<file path="src/rtl/mips_mem_pkg.sv">
// mips_mem_pkg: shared types and constants for the data-memory load/store path.
//   size_e  : access size encodings as presented on the CPU side.
//   state_e : md_lsu sequencing states.
//   MD_MEM_WORDS : default MD depth in 32-bit words.
package mips_mem_pkg;

  localparam int unsigned MD_MEM_WORDS = 301;

  typedef enum logic [1:0] {
    SZ_BYTE = 2'b00,
    SZ_HALF = 2'b01,
    SZ_WORD = 2'b10,
    SZ_RSVD = 2'b11
  } size_e;

  typedef enum logic [1:0] {
    ST_IDLE,
    ST_RD,
    ST_WR,
    ST_RSP
  } state_e;

  // True when a request cannot be serviced: reserved size or lane misalignment.
  function automatic logic misaligned(input size_e sz, input logic [1:0] lane);
    logic bad;
    bad = 1'b0;
    case (sz)
      SZ_BYTE: bad = 1'b0;
      SZ_HALF: bad = lane[0];
      SZ_WORD: bad = |lane;
      default: bad = 1'b1;
    endcase
    return bad;
  endfunction

endpackage

</file>
<file path="src/rtl/lsu_align.sv">
// lsu_align: combinational lane steering for md_lsu (little-endian).
//   i_word  [31:0] : word read from MD
//   i_lane  [1:0]  : byte lane (address bits [1:0])
//   i_size         : access size
//   i_sgn          : sign-extend byte/half loads
//   i_wdata [31:0] : right-justified store data
//   o_load  [31:0] : extracted and extended load value
//   o_store [31:0] : i_word with the store lane replaced (or i_wdata for word)
module lsu_align
  import mips_mem_pkg::*;
(
  input  logic [31:0] i_word,
  input  logic [1:0]  i_lane,
  input  size_e       i_size,
  input  logic        i_sgn,
  input  logic [31:0] i_wdata,
  output logic [31:0] o_load,
  output logic [31:0] o_store
);

  logic [7:0]  w_byte;
  logic [15:0] w_half;

  always_comb begin
    w_byte = i_word[7:0];
    case (i_lane)
      2'd0: w_byte = i_word[7:0];
      2'd1: w_byte = i_word[15:8];
      2'd2: w_byte = i_word[23:16];
      2'd3: w_byte = i_word[31:24];
      default: w_byte = i_word[7:0];
    endcase
    w_half = i_lane[1] ? i_word[31:16] : i_word[15:0];
  end

  always_comb begin
    o_load = i_word;
    case (i_size)
      SZ_BYTE: o_load = {{24{i_sgn & w_byte[7]}}, w_byte};
      SZ_HALF: o_load = {{16{i_sgn & w_half[15]}}, w_half};
      default: o_load = i_word;
    endcase
  end

  always_comb begin
    o_store = i_wdata;
    case (i_size)
      SZ_BYTE: begin
        o_store = i_word;
        case (i_lane)
          2'd0: o_store[7:0]   = i_wdata[7:0];
          2'd1: o_store[15:8]  = i_wdata[7:0];
          2'd2: o_store[23:16] = i_wdata[7:0];
          2'd3: o_store[31:24] = i_wdata[7:0];
          default: o_store = i_word;
        endcase
      end
      SZ_HALF: begin
        o_store = i_word;
        if (i_lane[1]) o_store[31:16] = i_wdata[15:0];
        else           o_store[15:0]  = i_wdata[15:0];
      end
      default: o_store = i_wdata;
    endcase
  end

endmodule

</file>
<file path="src/rtl/md_lsu.sv">
// md_lsu: load/store unit in front of the data memory MD.
//   clk, rst_n        : clock, synchronous active-low reset
//   req/ready         : request handshake (accept on req && ready at posedge)
//   we, size, sgn     : store flag, access size, sign-extend loads
//   addr, wdata       : byte address, right-justified store data
//   done, fault, rdata: completion pulse, fault flag, load result
//   AM, DM_, EW       : MD word index, write data, write enable
//   DM                : MD read data (combinational from AM)
// Sub-word stores read MD in RD, merge, then write in WR.
module md_lsu
  import mips_mem_pkg::*;
#(
  parameter int unsigned MEM_WORDS = MD_MEM_WORDS
) (
  input  logic        clk,
  input  logic        rst_n,
  input  logic        req,
  output logic        ready,
  input  logic        we,
  input  logic [1:0]  size,
  input  logic        sgn,
  input  logic [31:0] addr,
  input  logic [31:0] wdata,
  output logic        done,
  output logic        fault,
  output logic [31:0] rdata,
  output logic [31:0] AM,
  output logic [31:0] DM_,
  output logic        EW,
  input  logic [31:0] DM
);

  state_e      r_state;
  logic        r_we;
  size_e       r_size;
  logic        r_sgn;
  logic [1:0]  r_lane;
  logic [31:0] r_wdata;

  size_e       w_size;
  logic        w_oob;
  logic        w_fault;
  logic [31:0] w_load;
  logic [31:0] w_merge;

  always_comb begin
    w_size  = size_e'(size);
    w_oob   = ({2'b00, addr[31:2]} >= MEM_WORDS);
    w_fault = misaligned(w_size, addr[1:0]) | w_oob;
  end

  lsu_align u_align (
    .i_word  (DM),
    .i_lane  (r_lane),
    .i_size  (r_size),
    .i_sgn   (r_sgn),
    .i_wdata (r_wdata),
    .o_load  (w_load),
    .o_store (w_merge)
  );

  always_ff @(posedge clk) begin
    if (!rst_n) begin
      r_state <= ST_IDLE;
      r_we    <= 1'b0;
      r_size  <= SZ_BYTE;
      r_sgn   <= 1'b0;
      r_lane  <= '0;
      r_wdata <= '0;
      ready   <= 1'b1;
      done    <= 1'b0;
      fault   <= 1'b0;
      rdata   <= '0;
      AM      <= '0;
      DM_     <= '0;
      EW      <= 1'b0;
    end else begin
      // done/fault/EW are single-cycle pulses; each state re-asserts as needed.
      done  <= 1'b0;
      fault <= 1'b0;
      EW    <= 1'b0;
      case (r_state)
        ST_IDLE: begin
          if (req) begin
            ready   <= 1'b0;
            r_we    <= we;
            r_size  <= w_size;
            r_sgn   <= sgn;
            r_lane  <= addr[1:0];
            r_wdata <= wdata;
            AM      <= {2'b00, addr[31:2]};
            if (w_fault) begin
              r_state <= ST_RSP;
              done    <= 1'b1;
              fault   <= 1'b1;
              rdata   <= '0;
            end else if (we && w_size == SZ_WORD) begin
              // Whole-word store skips the read; write data is ready now.
              r_state <= ST_WR;
              EW      <= 1'b1;
              DM_     <= wdata;
            end else begin
              r_state <= ST_RD;
            end
          end
        end
        ST_RD: begin
          if (r_we) begin
            r_state <= ST_WR;
            EW      <= 1'b1;
            DM_     <= w_merge;
          end else begin
            r_state <= ST_RSP;
            rdata   <= w_load;
            done    <= 1'b1;
          end
        end
        ST_WR: begin
          r_state <= ST_RSP;
          done    <= 1'b1;
        end
        ST_RSP: begin
          r_state <= ST_IDLE;
          ready   <= 1'b1;
        end
        default: begin
          r_state <= ST_IDLE;
          ready   <= 1'b1;
        end
      endcase
    end
  end

endmodule

</file>
<file path="config.mk">
export PLATFORM = sky130hd
export DESIGN_NAME = md_lsu
export DESIGN_NICKNAME = d
export VERILOG_FILES = /design/src/rtl/mips_mem_pkg.sv /design/src/rtl/lsu_align.sv /design/src/rtl/md_lsu.sv
export SDC_FILE = /design/constraint.sdc
export NUM_CORES = 1
export LEC_CHECK = 0
export ABC_AREA = 1
export BUFFER_PORTS_ARGS = -buffer_cell sky130_fd_sc_hd__buf_4
export CORE_MARGIN = 10
export CORE_UTILIZATION = 25
export DETAILED_ROUTE_END_ITERATION = 8
export PLACE_DENSITY = 0.51
export SLEW_MARGIN = 20
export SYNTH_ARGS = -nofsm -noshare
export SYNTH_HDL_FRONTEND = slang
export SYNTH_HIERARCHICAL = 1
export SYNTH_SLANG_ARGS = --single-unit
</file>
<file path="constraint.sdc">
create_clock -name clk -period 2.4 [get_ports clk]
set_input_delay 0.48 -clock clk [delete_from_list [all_inputs] [get_ports clk]]
set_output_delay 0.48 -clock clk [all_outputs]
set_load 0.005 [all_outputs]
</file>
==> results by group <==
GRT
  – Vias in the first global route: 7508
  – Gr usage total: 0.1458
  – First-pass GRT wire length: 43.95 mm
  – Total gr overflow: 0
  – Largest net degree at the start of global routing: 77
  – Initial antenna violation count: 0

STA
  – Peak Freq: 0.4635 GHz
  – Clk_skew: 0.01269 ns
  – Min Tclk post-route: 2.157 ns
  – Final Setup Violations: 0
  – Max Slew Vio Count: 0
  – Post-Route Setup TNS: 0 ns
  – Final worst path period share: 0.8989
  – Final Hold Vio Count: 0
  – RSZ-0062 raised after global routing: false
  – Actual slew at the worst max-slew pin: approximately 0.66 ns
  – Hold Slack: between 0.3 and 0.4 ns
  – Post-route setup slack: about 0.24 ns
  – Worst rel slew slack: 0.5558

Floorplan
  – Die height: 193.4 um
  – Die X: 193.4 um
  – Die footprint: 0.03742 sq mm
  – # rows: 63
  – Effective utilization at floorplan: 0.2537
  – Area of the core: a little under 0.03 sq mm
  – I/O pin total: 203

CTS
  – Clock transition at path regs: 0.07 ns
  – CTS root buffer: clkbuf_16
  – Hold_buf cts: 0
  – H-tree depth: 4
  – CTS tree: yes
  – Clk_lat worst skew: 0.43 ns
  – Inserted Clock Buffers: 17
  – CTS Buffer Depth: 2
  – CTS Sinks: roughly 140
  – Buffer count from post-CTS setup fixing: 0
  – # resized after CTS: 0

Synth
  – Syn_area_per_cell: 6.272 sq um
  – Seq cells post-synth: 138
  – Yosys cell types: 33
  – Commonest cells in the netlist: nand2_1, nor2_1, o21ai_0
  – Area leader, netlist: dfxtp_1
  – FFs w/ async S/R, synth: 0
  – Synth warnings: 6
  – Top-count cell post-synth: nand2_1
  – Post-synth EDFFs: 0
  – Sequential area share after synthesis: 0.3674
  – Synth area leaders: dfxtp_1, nand2_1, nor2_1
  – Cell Area, Synth: ~0.0075 sq mm
  – Post-synth top flop: dfxtp_1
  – Gate Count Post-Synth: between 1000 and 1500
  – Post-synth top area share: 0.3674

Placement
  – Placed insts: between 1500 and 2000
  – Placer congestion estimate: 0.8987
  – DPL Wire Length: 21.98 mm
  – Place WS: ~0.24 ns
  – Port bufs: 200

Critical path
  – CP Launch Type: register
  – Critical path depth: 11
  – CP max stage cell: dfxtp_1
  – Worst setup EP type: register
  – Crit path to: DM_[3]
  – R2R setup slack: 0.24 ns
  – Critical path's top delay family: buffers and inverters
  – Worst path buffer plus inverter count: 4
  – R2r endpoint: DM_[3]
  – Crit path cell chain: inv_1 -> ha_1 -> inv_2 -> nor2_2 -> inv_2 -> o21ai_2 -> a21oi_1 -> nand3_4 -> buf_12 -> nor2_1 -> nor2_1
  – Worst flop-to-flop path startpoint: r_state[0]
  – Reg2Reg Depth: 11
  – Crit. Startpoint: r_state[0]
  – Crit path arrival time: 2.48 ns
  – Crit-path max FO: 35
  – CP required: 2.72 ns
  – Slowest Stage Delay on Critical Path: 0.39 ns
  – Crit Path Category: register to register

Pwr
  – Power per cell area: 1097 mW/mm^2
  – Design Power: 10.87 mW
  – Lkg Pwr: slightly below 5 nW
  – Peak supply drop: roughly 0.47 mV

Detailed routing
  – WL/cell: 16.32 um
  – Drt pass-1 iters: 5
  – DRC: 0
  – ANT nets after route: 0
  – Post-Route WL: 28.76 mm
  – Starting DRC count in detailed routing: 554
  – Routed vias/inst: about 4.6
  – Via count: 8092

Finish
  – Diode count: 0
  – Layout cells sized above 1: 0.2054
  – Area growth syn-to-layout: 31.83%
  – Nets@finish: 1467
  – Finished Layout Cells: 1763

Job
  – Total of max-cap violations: 0

Status
  – Status: completed

Worst hold path
  – Hold/Removal Path Class: input pin to register
## worst reg2reg max path, stage by stage (launching register included)
cell and delay (ns):
dfxtp_1 0.39, inv_1 0.08, ha_1 0.35, inv_2 0.12, nor2_2 0.06, inv_2 0.06
o21ai_2 0.07, a21oi_1 0.27, nand3_4 0.24, buf_12 0.25, nor2_1 0.12, nor2_1 0.06
## worst min-delay path by stage
stage	startpoint	endpoint	slack, ns	cells past startpoint
after floorplan	rdata[0]	rdata[0]	0.48	2
after global placement	AM[17]	AM[17]	0.46	2
after detailed placement	rdata[23]	rdata[23]	0.47	2
after CTS	wdata[25]	r_wdata[25]	0.29	3
after global routing	addr[19]	AM[17]	0.30	3
final	wdata[20]	r_wdata[20]	0.31	3
## flip-flops by register name (all words and copies together), names as in the netlist
signal / flops
AM: 30
r_sgn: 1
r_state: 2
rdata: 32
r_lane: 2
r_we: 1
r_wdata: 32
ready: 1
DM_: 32
r_size: 2
fault: 1
done: 1
EW: 1
## placed cells by master, fill, tap and decap left out, types with 6 or more instances in the layout
cell type,n
inv_1,108
a21oi_1,119
inv_2,8
nor2_1,193
nand3_1,87
clkbuf_16,17
o211ai_1,14
nand2_1,277
o21ai_0,139
buf_12,6
buf_4,218
dfxtp_1,138
## layer usage
metal	vias to the layer above	global-route usage	wire [um]
li1	4156	-	-
met1	3699	0.1857	13080
met2	221	0.2301	13130
met3	16	0.04997	2200
met4	0	0.03662	353
met5	-	0	0
## power breakdown
part	switching [mW]	internal (mW)
Clock	1.19	1.47
Combinational	2.76	1.99
Sequential	0.474	3.00
Total	4.42	6.46
## area by class of cell
| class | count | area [sq um] |
|---|---|---|
| multi-input cells | 863 | 3886 |
| flip-flops and latches | 138 | 2763 |
| repair buffers | 224 | 1757 |
| clock buffers | 17 | 425.4 |
| fillers | 3353 | 19730 |
| clock inverters | 15 | 158.9 |
| well taps | 390 | 488.0 |
| inverters | 116 | 435.4 |
## cells by family (layout without fill, tap and decap cells)
kind of cell,count (synthesis),in the layout,synth area share
other,1,2,0.0004987
AOI/OAI and AO/OA,283,283,0.1987
buffers and inverters,199,372,0.1166
and+or+nand+nor,574,574,0.3102
DFF,138,138,0.3674
adders and majority gates,4,4,0.006656
## stage by stage
step | util | instance area [sq um]
2_1_floorplan | - | 7523
3_3_place_gp | 0.3148 | 9329
3_5_place_dp | 0.3148 | 9329
4_1_cts | 0.3345 | 9913
5_1_grt | 0.3345 | 9913
6_report | 0.3345 | 9913
(Power assumes the default switching activity.)
